[src/rtl/alu_vec_pkg.sv]
// Shared types and helpers for the vector-ALU result collector.
package alu_vec_pkg;

  // Collector sequencing: waiting for a snapshot, or streaming one lane per beat.
  typedef enum logic {
    IDLE,
    STREAM
  } collector_state_t;

  // Bit positions inside the 3-bit {greater, equal, less} flag group.
  localparam int FLAG_GT = 2;
  localparam int FLAG_EQ = 1;
  localparam int FLAG_LT = 0;
  localparam int FLAG_W  = 3;

  // A well-formed compare result has exactly one of greater/equal/less set.
  function automatic logic is_onehot3(input logic [FLAG_W-1:0] flags);
    return (flags == 3'b001) || (flags == 3'b010) || (flags == 3'b100);
  endfunction

endpackage

[src/rtl/alu_vec_result_collector.sv]
// Snapshots the parallel per-lane ALU results and compare flags on a capture
// pulse, then serialises them lane 0 first over a valid/ready stream.
module alu_vec_result_collector
  import alu_vec_pkg::*;
#(
  parameter  int ALUs_num    = 4,
  parameter  int INPUT_WIDTH = 8,
  localparam int LANE_W      = (ALUs_num > 1) ? $clog2(ALUs_num) : 1
) (
  input  logic                       clk,
  input  logic                       rst_n,
  input  logic                       capture,
  input  logic [2*INPUT_WIDTH-1:0]   result_in [ALUs_num],
  input  logic [ALUs_num-1:0]        a_greater_in,
  input  logic [ALUs_num-1:0]        a_equal_in,
  input  logic [ALUs_num-1:0]        a_less_in,
  output logic                       out_valid,
  input  logic                       out_ready,
  output logic [LANE_W-1:0]          out_lane,
  output logic [2*INPUT_WIDTH-1:0]   out_result,
  output logic [FLAG_W-1:0]          out_flags,
  output logic                       out_flag_err,
  output logic                       out_last,
  output logic                       busy,
  output logic                       done,
  output logic                       capture_drop
);

  localparam int                RES_W     = 2 * INPUT_WIDTH;
  localparam logic [LANE_W-1:0] LAST_LANE = LANE_W'(ALUs_num - 1);

  collector_state_t    state;
  logic [LANE_W-1:0]   lane;
  logic [RES_W-1:0]    snap_result [ALUs_num];
  logic [ALUs_num-1:0] snap_gt;
  logic [ALUs_num-1:0] snap_eq;
  logic [ALUs_num-1:0] snap_lt;
  logic                done_q;
  logic                drop_q;

  logic                streaming;
  logic                at_last_lane;
  logic                handshake;
  logic                final_beat;
  logic                take_snapshot;
  logic [FLAG_W-1:0]   lane_flags;

  assign streaming    = (state == STREAM);
  assign at_last_lane = (lane == LAST_LANE);
  assign handshake    = streaming && out_ready;
  assign final_beat   = handshake && at_last_lane;

  // A new snapshot is taken from idle, or on the final beat so streams chain without a bubble.
  assign take_snapshot = capture && ((state == IDLE) || final_beat);

  // Gather the current lane's compare flags into the {greater, equal, less} group.
  always_comb begin
    lane_flags          = '0;
    lane_flags[FLAG_GT] = snap_gt[lane];
    lane_flags[FLAG_EQ] = snap_eq[lane];
    lane_flags[FLAG_LT] = snap_lt[lane];
  end

  // Beat outputs come straight from the snapshot and read as zero whenever idle.
  assign out_valid    = streaming;
  assign busy         = streaming;
  assign out_lane     = streaming ? lane : '0;
  assign out_result   = streaming ? snap_result[lane] : '0;
  assign out_flags    = streaming ? lane_flags : '0;
  assign out_flag_err = streaming && !is_onehot3(lane_flags);
  assign out_last     = streaming && at_last_lane;
  assign done         = done_q;
  assign capture_drop = drop_q;

  // Snapshot registers only load when a capture is actually accepted.
  always_ff @(posedge clk or negedge rst_n) begin
    if (!rst_n) begin
      for (int i = 0; i < ALUs_num; i++) begin
        snap_result[i] <= '0;
      end
      snap_gt <= '0;
      snap_eq <= '0;
      snap_lt <= '0;
    end else if (take_snapshot) begin
      for (int i = 0; i < ALUs_num; i++) begin
        snap_result[i] <= result_in[i];
      end
      snap_gt <= a_greater_in;
      snap_eq <= a_equal_in;
      snap_lt <= a_less_in;
    end
  end

  // Sequencer: walks the lane counter on each handshake and issues the done/drop pulses.
  always_ff @(posedge clk or negedge rst_n) begin
    if (!rst_n) begin
      state  <= IDLE;
      lane   <= '0;
      done_q <= 1'b0;
      drop_q <= 1'b0;
    end else begin
      done_q <= 1'b0;
      drop_q <= 1'b0;
      case (state)
        IDLE: begin
          if (capture) begin
            lane  <= '0;
            state <= STREAM;
          end
        end
        STREAM: begin
          if (handshake) begin
            if (at_last_lane) begin
              done_q <= 1'b1;
              lane   <= '0;
              if (!capture) begin
                state <= IDLE;
              end
            end else begin
              lane <= lane + 1'b1;
            end
          end
          if (capture && !final_beat) begin
            drop_q <= 1'b1;
          end
        end
        default: begin
          state <= IDLE;
          lane  <= '0;
        end
      endcase
    end
  end

endmodule

[config.mk]
export PLATFORM = sky130hd
export DESIGN_NAME = alu_vec_result_collector
export DESIGN_NICKNAME = d
export VERILOG_FILES = /design/src/rtl/alu_vec_pkg.sv /design/src/rtl/alu_vec_result_collector.sv
export SDC_FILE = /design/constraint.sdc
export NUM_CORES = 1
export LEC_CHECK = 0
export CAP_MARGIN = 5
export CORE_ASPECT_RATIO = 1.75
export CORE_MARGIN = 8
export CORE_UTILIZATION = 45
export DETAILED_ROUTE_END_ITERATION = 12
export PLACE_DENSITY_LB_ADDON = 0.12
export SETUP_SLACK_MARGIN = 0.2
export SYNTH_ARGS = -nofsm -noshare
export SYNTH_HDL_FRONTEND = slang
export SYNTH_SLANG_ARGS = --single-unit
[constraint.sdc]
create_clock -name clk -period 2.3 [get_ports clk]
set_clock_uncertainty 0.1 [all_clocks]
set_input_delay 0.23 -clock clk [delete_from_list [all_inputs] [get_ports clk]]
set_output_delay 0.23 -clock clk [all_outputs]
set_load 0.01 [all_outputs]
Yosys cells after proc, flatten, opt, wreduce, memory -nomap -nowiden
Index checks and enable logic that the tools add are counted.
Widths: inputs -> output; s select.
- register bits after elaboration: 81
- latch bits: 0
- memory bits (writable): 0
- memory bits (read-only): 0
- input bits: 80
- memories kept: 0
- add/sub/neg operators: 1
- multipliers: 0
- div/mod/pow operators: 0
- order comparisons: 2
- eq/ne operators: 6
- shift operators: 0
- multiplexer cells: 25
- bitwise logic cells: 2
- reduce and logical (&&, ||, !) cells: 12
- operators by type and width (operator ; number):
    $mux 16 ; 3
    $bmux 16 s2 ; 1
    $mux 1 ; 11
    $mux 2 ; 4
    $bmux 1 s2 ; 3
    $logic_and 1x1->1 ; 6
    $pmux 2 s2 ; 1
    $eq 3x1->1 const B ; 1
    $eq 3x2->1 const B ; 1
    $eq 3x3->1 const B ; 1
    $ge 3x3->1 const B ; 1
    $logic_or 1x1->1 ; 3
    $lt 2x3->1 const B ; 1
    $mux 3 ; 1
    $not 2->3 ; 1
    $add 2x1->2 const B ; 1
    $eq 2x2->1 const B ; 1
    $logic_not 1->1 ; 2
    $ne 2x1->1 const B ; 1
    $ne 2x2->1 const B ; 1
    $pmux 1 s2 ; 1
    $reduce_and 2->1 ; 1
    $not 1->1 ; 1

Depth between registers and ports, before layout
- depth after elaboration: 7
- depth in mapped cells: 6

Least setup slack after synthesis
No wires, ideal clock.
- path type: reg2out
- start point: register lane[0]
- end point: output out_flag_err
- arrival: 1504 ps
- slack: 466 ps
- stages on the path, launching flop included: 5
- path through: dfrtp_1 -> buf_6 -> mux4_2 -> or3b_1 -> o211a_1
- cells in the longest elaborated chain, start to end: 7
- elaborated cells between the ends (all ways): 13
- RTL lines (item ; RTL line ; text):
    start: declaration ; alu_vec_result_collector.sv:33 ; logic [LANE_W-1:0] lane;
    start signal: assignment ; alu_vec_result_collector.sv:120 ; lane <= lane + 1'b1;
    $bmux 1 s2, on equally long branches ; alu_vec_result_collector.sv:61, alu_vec_result_collector.sv:59, alu_vec_result_collector.sv:60 ;
    $mux 1, on equally long branches ; alu_vec_result_collector.sv:61, alu_vec_result_collector.sv:59, alu_vec_result_collector.sv:60 ;
    $eq 3x1->1 / $eq 3x2->1 (equally long branches) ; alu_vec_pkg.sv:18 ; return (flags == 3'b001) || (flags == 3'b010) || (flags == 3'b100);
    $logic_or 1x1->1 ; alu_vec_pkg.sv:18 ;
    $logic_or 1x1->1 * ; alu_vec_pkg.sv:18 ;
    $logic_not 1->1 * ; alu_vec_result_collector.sv:70 ; assign out_flag_err = streaming && !is_onehot3(lane_flags);
    $logic_and 1x1->1 * ; alu_vec_result_collector.sv:70 ;
    end: declaration ; alu_vec_result_collector.sv:22 ; output logic out_flag_err,
Mark *: on every way between the ends. The rest lies on a longest branch, timed or not. The select of a mux whose other input is x is not followed.

Worst setup path after layout
Same ends and word-level chain as after synthesis.

==> results.txt <==
Status = finished, violations left
Violated checks = setup timing
Placed Area = 4900 µm²
Worst EP required = 1.97 ns
Max rail drop VDD = 0.980 mV
Net Sw Frac = 28.5%
Final net count = 473
Die area = 11500 µm²
Switching power = 2640 µW
Reg2reg start = lane[0]$_DFFE_PN0P_
Worst Reg2Reg Path Length in Cells = 11
P per Cell Area = 1460 nW/µm²
Synth Area in Adders = 0.339%
Wirelength, routed = 11400 µm
Worst-margin pin slew = 0.469 ns
Via count = 2608
Worst-Skew Late Latency = 0.33 ns
Mux cell area share after synthesis = 35.6%
Post-Synth Simple-Gate Area = 5.18%
Reg2reg end = snap_result[21]$_DFFE_PN0P_
Seq cells post-synth = 81
Core Footprint = 8150 µm²
Syn avg cell area = 15.9 µm²
Worst min-delay path class = input port to async pin
Final GP Congestion = 0.728
Period utilization = 102%
Buffers added on ports = 106
Post-DP HPWL = 6320 µm
Main combinational cell family by area after synthesis = multiplexers
Final hold violations = 0
Clock power share = 15.7%
Worst setup SP type = flop
Routing usage on met1 = 21.3%
GR peak layer = met2
Vias in the first global route = 3070
Global-route wire length before repair = 17200 µm
Clock period minus final worst setup slack = 2.34 ns
CP max FO = 4
Inserted Clock Buffers = 9
FF/Latch Area = 2030 µm²
Met3 Use GR = 4.60%
Wirelength per Cell = 23.2 µm
Setup WS post-layout = -0.0390 ns
Comb power frac = 56.3%
Fmax = 428 MHz
GRT Util Overall = 19.8%
Setup slack of the most critical reg-to-reg path = 0.01 ns
Total congestion overflow = 0
Die Y = 136 µm
CTS sink count = 81
Starting Density = 45.4%
Internal power = 6620 µW
Pin count of the biggest net entering global routing = 36
Sequential-to-total area share from yosys stat = 54.8%
P_leak = 0.00307 µW
Die Wd = 84.5 µm
Setup TNS = -0.0686 ns
Diodes inserted = 0
Initial antenna violation count = 0
Met2 GRT Util = 36.9%
CTS tree = built
Core Util, Final = 77.9%
CP arrival = 2.01 ns
CP endpoint kind = output port
Cell area after layout = 6350 µm²
Clock transition at the registers of the reported paths = 0.06 ns
Root buffer cell = clkbuf_16
XOR/XNOR Fraction of Synth Area = 0.237%
Warnings from Yosys = 0
CTS Buffer Depth = 2
Crit Path Class = flop to output port
Top Ports = 107
Fill cells = 487
Max-slew violations = 0
Num rows = 44
Multi-input logic area = 1900 µm²
Vias/cell = 5.33
Compound-gate portion of the synthesized area = 0.609%
Max_slew headroom = 68.7%
Cells after Synth = 232
RSZ-0062 raised after global routing = yes
Setup Viol. Count Final = 4
DR DRC count = 0
Synthesized Nets = 313
Library cells used by synthesis = 20
Post-route ant nets = 0
Drt first-iter violations = 78
Cell Area, Synth = 3700 µm²
Flop pwr share = 28.0%
Max_cap viols = 0
Area growth, synth to finish = 71.7%
H-tree depth = 3
Layout cells sized above 1 = 53.1%
DRT Pass-1 Iters = 4
-- state kept, by name, summed over array words and instances, names as in the netlist --
signal / count
snap_lt: 4
snap_result: 64
capture_drop: 1
snap_gt: 4
busy: 1
lane: 2
done: 1
snap_eq: 4
-- metrics by stage --
step / power [µW] / worst slack (ns) / std cells / hold WS [ns]
2_1_floorplan: 4610 / 0.466 / 232 / -0.166
3_3_place_gp: 6000 / 0.0327 / 427 / 0.0982
3_5_place_dp: 6110 / 0.0160 / 427 / 0.105
4_1_cts: 8780 / -0.0531 / 481 / 0.293
5_1_grt: 9710 / -0.102 / 489 / 0.332
6_report: 9260 / -0.0390 / 489 / 0.292
-- metal layers --
metal | part of all wire (%) | vias up
li1 | - | 1164
met1 | 38 | 1353
met2 | 57 | 80
met3 | 4.3 | 11
met4 | 1.0 | 0
met5 | 0 | -
-- power by group through the flow --
| stage | combinational [µW] | clock [µW] | sequential, µW |
|---|---|---|---|
| 2_1_floorplan | 2230 | 0 | 2380 |
| 3_3_place_gp | 3500 | 0 | 2500 |
| 3_5_place_dp | 3570 | 0 | 2540 |
| 4_1_cts | 4750 | 1480 | 2550 |
| 5_1_grt | 5510 | 1540 | 2670 |
| 6_report | 5210 | 1460 | 2590 |
-- critical path: stages (launching register included) --
cell and delay (ns):
dfrtp_2 0.42, buf_12 0.12, mux4_2 0.52, or3b_1 0.36, o211a_1 0.13, buf_2 0.13
-- layout make-up --
type	instances	share of cell area, %
Sequential cell	81	32.0
Timing Repair Buffer	166	31.4
Multi-Input combinational cell	134	30.0
Clock buffer	14	4.32
Tap cell	92	1.81
Clock inverter	2	0.552
-- cell usage after synthesis --
cell type | n | area [µm²]
buf_6 | 5 | 56.3
mux2_2 | 77 | 867
clkbuf_1 | 2 | 7.51
nor2_1 | 1 | 3.75
a21boi_1 | 1 | 7.51
buf_4 | 2 | 15.0
xnor2_1 | 1 | 8.76
and3_1 | 1 | 6.26
and2_1 | 23 | 144
o21ai_0 | 1 | 5.00
mux2i_1 | 2 | 20.0
o211a_1 | 1 | 10.0
dfrtp_1 | 81 | 2030
nand2b_1 | 3 | 18.8
nand2_1 | 1 | 3.75
ha_1 | 1 | 12.5
mux4_2 | 19 | 428
or2_2 | 1 | 6.26
buf_2 | 8 | 40.0
or3b_1 | 1 | 8.76
-- worst max path at each step --
stage                         to  depth (start not counted)           startpoint
global route        out_flag_err                          5  lane[0]$_DFFE_PN0P_
finish              out_flag_err                          5  lane[0]$_DFFE_PN0P_
floorplan           out_flag_err                          4  lane[0]$_DFFE_PN0P_
CTS                 out_flag_err                          5  lane[0]$_DFFE_PN0P_
global placement    out_flag_err                          4  lane[0]$_DFFE_PN0P_
detailed placement  out_flag_err                          5  lane[0]$_DFFE_PN0P_
-- cells in the final DEF (no fill, tap or decap), types with 3 or more instances in the layout --
cell type / n
dfrtp_1: 80
and2_4: 14
buf_4: 16
clkbuf_16: 11
mux2_4: 76
buf_6: 22
clkdlybuf4s50_1: 83
and2_1: 9
buf_16: 13
clkbuf_8: 3
mux4_2: 19
buf_2: 10
buf_8: 5
buf_12: 12
-- logic make-up after synthesis --
group,count (synthesis)
DFF,81
buffers and inverters,17
adders and majority gates,1
muxes,98
and+or+nand+nor,31
xor gates and xnor gates,1
AOI/OAI and AO/OA,3
-- repair_timing --
action,CTS,global route
setup buffers,24,6
hold endpoints to repair,31,0
hold buffers,1,0
cloned,13,2
gates resized for setup,177,56
endpoints found under the setup margin,98,97
pin swaps,10,3
No activity file was read; power rests on OpenSTA's default activity.
